[src/rtl/lifo_arb_pkg.sv]
// Shared types and defaults for the two-requester LIFO arbiter.
package lifo_arb_pkg;

    localparam int DEPTH_DEF = 4;
    localparam int W_DEF     = 4;

    // LIFO operation encoding, identical to the LIFO's own RW input
    localparam logic OP_PUSH = 1'b0;
    localparam logic OP_POP  = 1'b1;

    typedef enum logic [1:0] {
        IDLE  = 2'd0,
        ISSUE = 2'd1,
        WAIT  = 2'd2,
        RESP  = 2'd3
    } state_t;

endpackage

[src/rtl/rr_arbiter2.sv]
// Two-way round-robin grant: a lone requester always wins, on a tie the
// requester that was not granted last wins.
module rr_arbiter2 (
    input  logic [1:0] req,
    input  logic       last_grant,
    output logic [1:0] grant
);

    // One-hot grant from current requests and last winner
    always_comb begin
        grant = 2'b00;
        case (req)
            2'b01:   grant = 2'b01;
            2'b10:   grant = 2'b10;
            2'b11:   grant = last_grant ? 2'b01 : 2'b10;
            default: grant = 2'b00;
        endcase
    end

endmodule

[src/rtl/lifo_arbiter.sv]
// Serialises push/pop requests from two clients onto a single LIFO port.
// One transaction at a time: IDLE -> ISSUE -> (WAIT) -> RESP -> IDLE.
// ack/err are registered, so they appear one cycle after RESP.
module lifo_arbiter
    import lifo_arb_pkg::*;
#(
    parameter int DEPTH = DEPTH_DEF,
    parameter int W     = W_DEF
) (
    input  logic         Clk,
    input  logic         Rst_n,
    input  logic [1:0]   req,
    input  logic [1:0]   rw,
    input  logic [W-1:0] din0,
    input  logic [W-1:0] din1,
    output logic [1:0]   ack,
    output logic [1:0]   err,
    output logic [W-1:0] dout,
    output logic         lifo_en,
    output logic         lifo_rw,
    output logic [W-1:0] lifo_din,
    input  logic [W-1:0] lifo_dout,
    input  logic         lifo_empty,
    input  logic         lifo_full
);

    localparam int             CW      = $clog2(DEPTH + 1);
    localparam logic [CW-1:0] CNT_MAX = CW'(DEPTH);

    state_t         state;
    state_t         state_nxt;
    logic [1:0]     grant;
    logic           g;
    logic           last_grant;
    logic           op_rw;
    logic [W-1:0]   op_din;
    logic           err_flag;
    logic           illegal;
    logic [CW-1:0]  count;

    rr_arbiter2 u_rr (
        .req        (req),
        .last_grant (last_grant),
        .grant      (grant)
    );

    // Reject pushes into a full stack and pops from an empty one; both the
    // local count and the LIFO's own flags are honoured.
    assign illegal = (op_rw == OP_POP) ? ((count == '0) || lifo_empty)
                                       : ((count == CNT_MAX) || lifo_full);

    // State register
    always_ff @(posedge Clk or negedge Rst_n) begin
        // NOTE: sequential state uses non-blocking assignments so every flop
        // samples pre-edge values regardless of block ordering.
        if (!Rst_n) state <= IDLE;
        else        state <= state_nxt;
    end

    // Next-state decode
    always_comb begin
        // NOTE: default assigned first so no branch can leave state_nxt
        // unassigned and infer a latch.
        state_nxt = state;
        case (state)
            IDLE:    if (|req) state_nxt = ISSUE;
            ISSUE:   state_nxt = illegal ? RESP : WAIT;
            WAIT:    state_nxt = RESP;
            RESP:    state_nxt = IDLE;
            default: state_nxt = IDLE;
        endcase
    end

    // LIFO port drive: active only for a legal op in ISSUE
    always_comb begin
        lifo_en  = 1'b0;
        lifo_rw  = 1'b0;
        lifo_din = '0;
        if (state == ISSUE && !illegal) begin
            lifo_en  = 1'b1;
            lifo_rw  = op_rw;
            lifo_din = op_din;
        end
    end

    // Transaction latch, occupancy count, pop data and response pulses
    always_ff @(posedge Clk or negedge Rst_n) begin
        if (!Rst_n) begin
            g          <= 1'b0;
            last_grant <= 1'b1;
            op_rw      <= 1'b0;
            op_din     <= '0;
            err_flag   <= 1'b0;
            count      <= '0;
            dout       <= '0;
            ack        <= 2'b00;
            err        <= 2'b00;
        end else begin
            ack <= 2'b00;
            err <= 2'b00;
            case (state)
                IDLE: begin
                    if (|req) begin
                        g        <= grant[1];
                        op_rw    <= grant[0] ? rw[0] : rw[1];
                        op_din   <= grant[0] ? din0  : din1;
                        err_flag <= 1'b0;
                    end
                end
                ISSUE: begin
                    err_flag <= illegal;
                    if (!illegal) begin
                        if (op_rw == OP_POP) count <= count - 1'b1;
                        else                 count <= count + 1'b1;
                    end
                end
                WAIT: begin
                    if (op_rw == OP_POP) dout <= lifo_dout;
                end
                RESP: begin
                    ack        <= g ? 2'b10 : 2'b01;
                    err        <= err_flag ? (g ? 2'b10 : 2'b01) : 2'b00;
                    last_grant <= g;
                end
                default: ;
            endcase
        end
    end

endmodule

[config.mk]
export PLATFORM = sky130hd
export DESIGN_NAME = lifo_arbiter
export DESIGN_NICKNAME = d
export VERILOG_FILES = /design/src/rtl/lifo_arb_pkg.sv /design/src/rtl/rr_arbiter2.sv /design/src/rtl/lifo_arbiter.sv
export SDC_FILE = /design/constraint.sdc
export NUM_CORES = 1
export LEC_CHECK = 0
export ABC_AREA = 1
export CORE_UTILIZATION = 48
export CTS_BUF_LIST = sky130_fd_sc_hd__clkbuf_16
export DETAILED_ROUTE_END_ITERATION = 8
export PLACE_DENSITY = 0.85
export SYNTH_ARGS = -nofsm -noshare
export SYNTH_HDL_FRONTEND = slang
export SYNTH_SLANG_ARGS = --single-unit
[constraint.sdc]
create_clock -name Clk -period 2 [get_ports Clk]
set_input_delay 0.3 -clock Clk [delete_from_list [all_inputs] [get_ports Clk]]
set_output_delay 0.3 -clock Clk [all_outputs]
set_load 0.005 [all_outputs]
==> flow_metrics.py <==
metrics = {
    "run_status": {
        "status": "finished, final reports clean",
    },
    "route": {
        "wl_per_cell_um": 11.2,
        "drt_first_pass_iters": 4,
        "vias": 890,
        "routed_wirelength_mm": 2.05,
        "drc_errors": 0,
        "ant_nets": 0,
        "avgViaCountPerCell": 4.86,
        "drt_iter0_markers": 11,
    },
    "critical_path": {
        "crit_top_cell": "nand2_1",
        "rr_worst_depth": 6,
        "slowest_stage": "dfrtp_1",
        "crit_buf_inv": 1,
        "crit_family": "simple AND/OR/NAND/NOR gates",
        "worst-path-max-fanout": 7,
        "worstPathRequired_ns": 1.70,
        "crit_type": "reg -> out",
        "startpoint_type": "flip-flop",
        "crit_path_end_kind": "output pin",
        "arrival_ns": 1.45,
        "r2r-start": "op_rw",
        "crit_path_max_incr_delay_ns": 0.40,
        "r2r_slack_ns": 0.53,
        "path_cells": "nor2_2 -> nand2_1 -> nand2_1 -> nand2_2 -> nand2_4 -> nor2_1 -> dlygate4sd2_1",
        "timing.rr.end": "count[2]",
    },
    "logic_synthesis": {
        "synth-main-ff-cell": "dfrtp_1",
        "ys_seq_area_share_pct": 51.3,
        "async_flop_share_pct": 100,
        "synthesis.area_sq_um": 1030,
        "synth_edf_count": 0,
        "synth_seq_cells": 21,
        "yosysWarnings": 0,
        "synthDistinctLibCells": 21,
        "avgSynthCellArea_sq_um": 9.08,
        "synthCells": 113,
        "syn-num-nets": 139,
    },
    "sta": {
        "report.final.setup_viol": 0,
        "period_needed_ns": 1.75,
        "worst_slew_pin_slew_ns": 0.258,
        "fin_crit_sh_pct": 87.5,
        "slew_headroom_pct": 82.8,
        "hold_viol": 0,
        "setup_tns_ns": 0,
        "slew_viol_final": 0,
        "rsz0062_at_grt": "false",
        "fin_worst_skew_ns": 0.00735,
        "fmax_ghz": 0.571,
    },
    "grt": {
        "met2_usage_pct": 37.6,
        "grt.busiest_layer": "met2",
        "grt_overflow": 0,
        "grt_pass1_vias": 829,
        "grt_usage_pct": 20.0,
        "grt_first_pass_wirelength_mm": 3.25,
        "met3_usage_pct": 3.33,
        "antenna_found_initial": 0,
        "use_met1_pct": 22.4,
        "grt_max_degree": 22,
    },
    "final_layout": {
        "num-fill-cells": 131,
        "final_common_cell": "nand2_1",
        "final_util_pct": 77.5,
        "diodes": 0,
        "mostFrequentLayoutCells": "nand2_1 (28), clkdlybuf4s50_1 (27), dfrtp_1 (20), inv_1 (14), nor2_1 (11)",
        "final_nets": 183,
        "drive_gt1_share_pct": 16.0,
        "synthToLayoutAreaGrowth_pct": 49.6,
    },
    "floorplanning": {
        "fp.dieH_um": 48.2,
        "dieArea_sq_um": 2330,
        "initial_core_util_pct": 51.8,
        "core_area_sq_um": 1980,
        "fp.dieW_um": 48.2,
        "row_count": 16,
        "ios": 34,
    },
    "placed_design": {
        "numPortBuffers": 33,
        "gp_congestion": 0.721,
        "hpwlAfterDp_mm": 1.46,
    },
    "cts": {
        "cts_buffer_depth": 2,
        "cts.sinks": 21,
        "root_buffer": "clkbuf_16",
        "clk_pin_slew_ns": 0.06,
        "h-tree-depth": 1,
        "clk_latency_ns": 0.25,
        "cts-buffers-inserted": 3,
        "cts_tree": "built",
    },
    "power_and_ir_drop": {
        "pwr_density_cell_nw_per_um2": 1400,
        "p_leak_nw": 0.794,
        "ir_drop_mv": 0.845,
    },
    "hold_path": {
        "hold_class": "in -> async",
    },
    "job": {
        "maxCapViolCount": 0,
    },
}
-- cell usage after synthesis, types with 2 or more instances --
cell type / n / area (sq um)
a21oi_1: 5 / 25.0
a22oi_1: 5 / 37.5
dfrtp_1: 20 / 500
ha_1: 5 / 62.6
inv_1: 15 / 56.3
mux2_2: 5 / 56.3
nand2_1: 28 / 105
nor2_1: 12 / 45.0
o21ai_0: 5 / 25.0
o21ai_1: 2 / 10.0
-- how the worst max path moves through the flow --
| stage | startpoint | to | slack (ns) | depth (start not counted) |
|---|---|---|---|---|
| final | count[1] | lifo_din[0] | 0.25 | 7 |
| after detailed placement | lifo_empty | lifo_din[0] | 0.01 | 7 |
| after CTS | state[1] | lifo_din[3] | 0.004 | 5 |
| after global placement | lifo_empty | lifo_din[2] | 0.05 | 7 |
| after global routing | count[1] | lifo_rw | 0.16 | 7 |
| after floorplan | op_rw | count[2] | 0.75 | 5 |
-- logic make-up after synthesis --
kind of cell,Yosys count,share of synthesized area (%)
and+or+nand+nor,45,17.9
DFF,21,51.3
buffers and inverters,18,6.83
AOI/OAI and AO/OA,17,9.51
adders and majority gates,6,8.05
muxes,5,5.49
xor gates and xnor gates,1,0.854
-- per-stage QoR --
| step | setup WS (ns) | total power, W | cells | hold WS (ns) | area (sq um) |
|---|---|---|---|---|---|
| CTS | 0.00375 | 0.00214 | 182 | 0.412 | 1520 |
| global route | 0.165 | 0.00232 | 183 | 0.429 | 1540 |
| detailed placement | 0.0132 | 0.00166 | 175 | 0.476 | 1410 |
| floorplan | 0.751 | 0.00129 | 113 | 0.00441 | 1030 |
| global placement | 0.0517 | 0.00161 | 175 | 0.469 | 1410 |
| finish | 0.250 | 0.00215 | 183 | 0.390 | 1540 |
-- power by group --
group	internal (W)	total, W	switching, W
combinational	0.000503	0.000978	0.000475
clock	0.000270	0.000425	0.000154
sequential	0.000622	0.000744	0.000121
-- timing repair --
action                                  in CTS  in global routing
hold buffers                                 0                  0
setup buffers                                3                  1
pin swaps                                    2                  2
endpoints found under the setup margin       6                  2
resized for setup                            6                  4
gates cloned                                 0                  0
-- state kept, by name (all words and copies together) (netlist names) --
register    count
ack             2
count           3
dout            4
err             2
err_flag        1
g               1
last_grant      1
op_din          4
op_rw           1
state           2
-- routing by layer --
layer	vias up	share of wire, %
met1	412	42
met5	-	0
met3	2	5.1
li1	441	-
met4	0	0.39
met2	35	52
-- final cells by class --
cell class	count	area [sq um]	area share [%]
clock buffer	3	75.1	4.89
clock inverter	1	7.51	0.489
inverter	17	65.1	4.24
multi-input combinational	74	444	28.9
sequential	21	527	34.3
tap	27	33.8	2.20
timing repair buffer	40	383	24.9
Note: power is estimated with default switching activity, not from simulation.
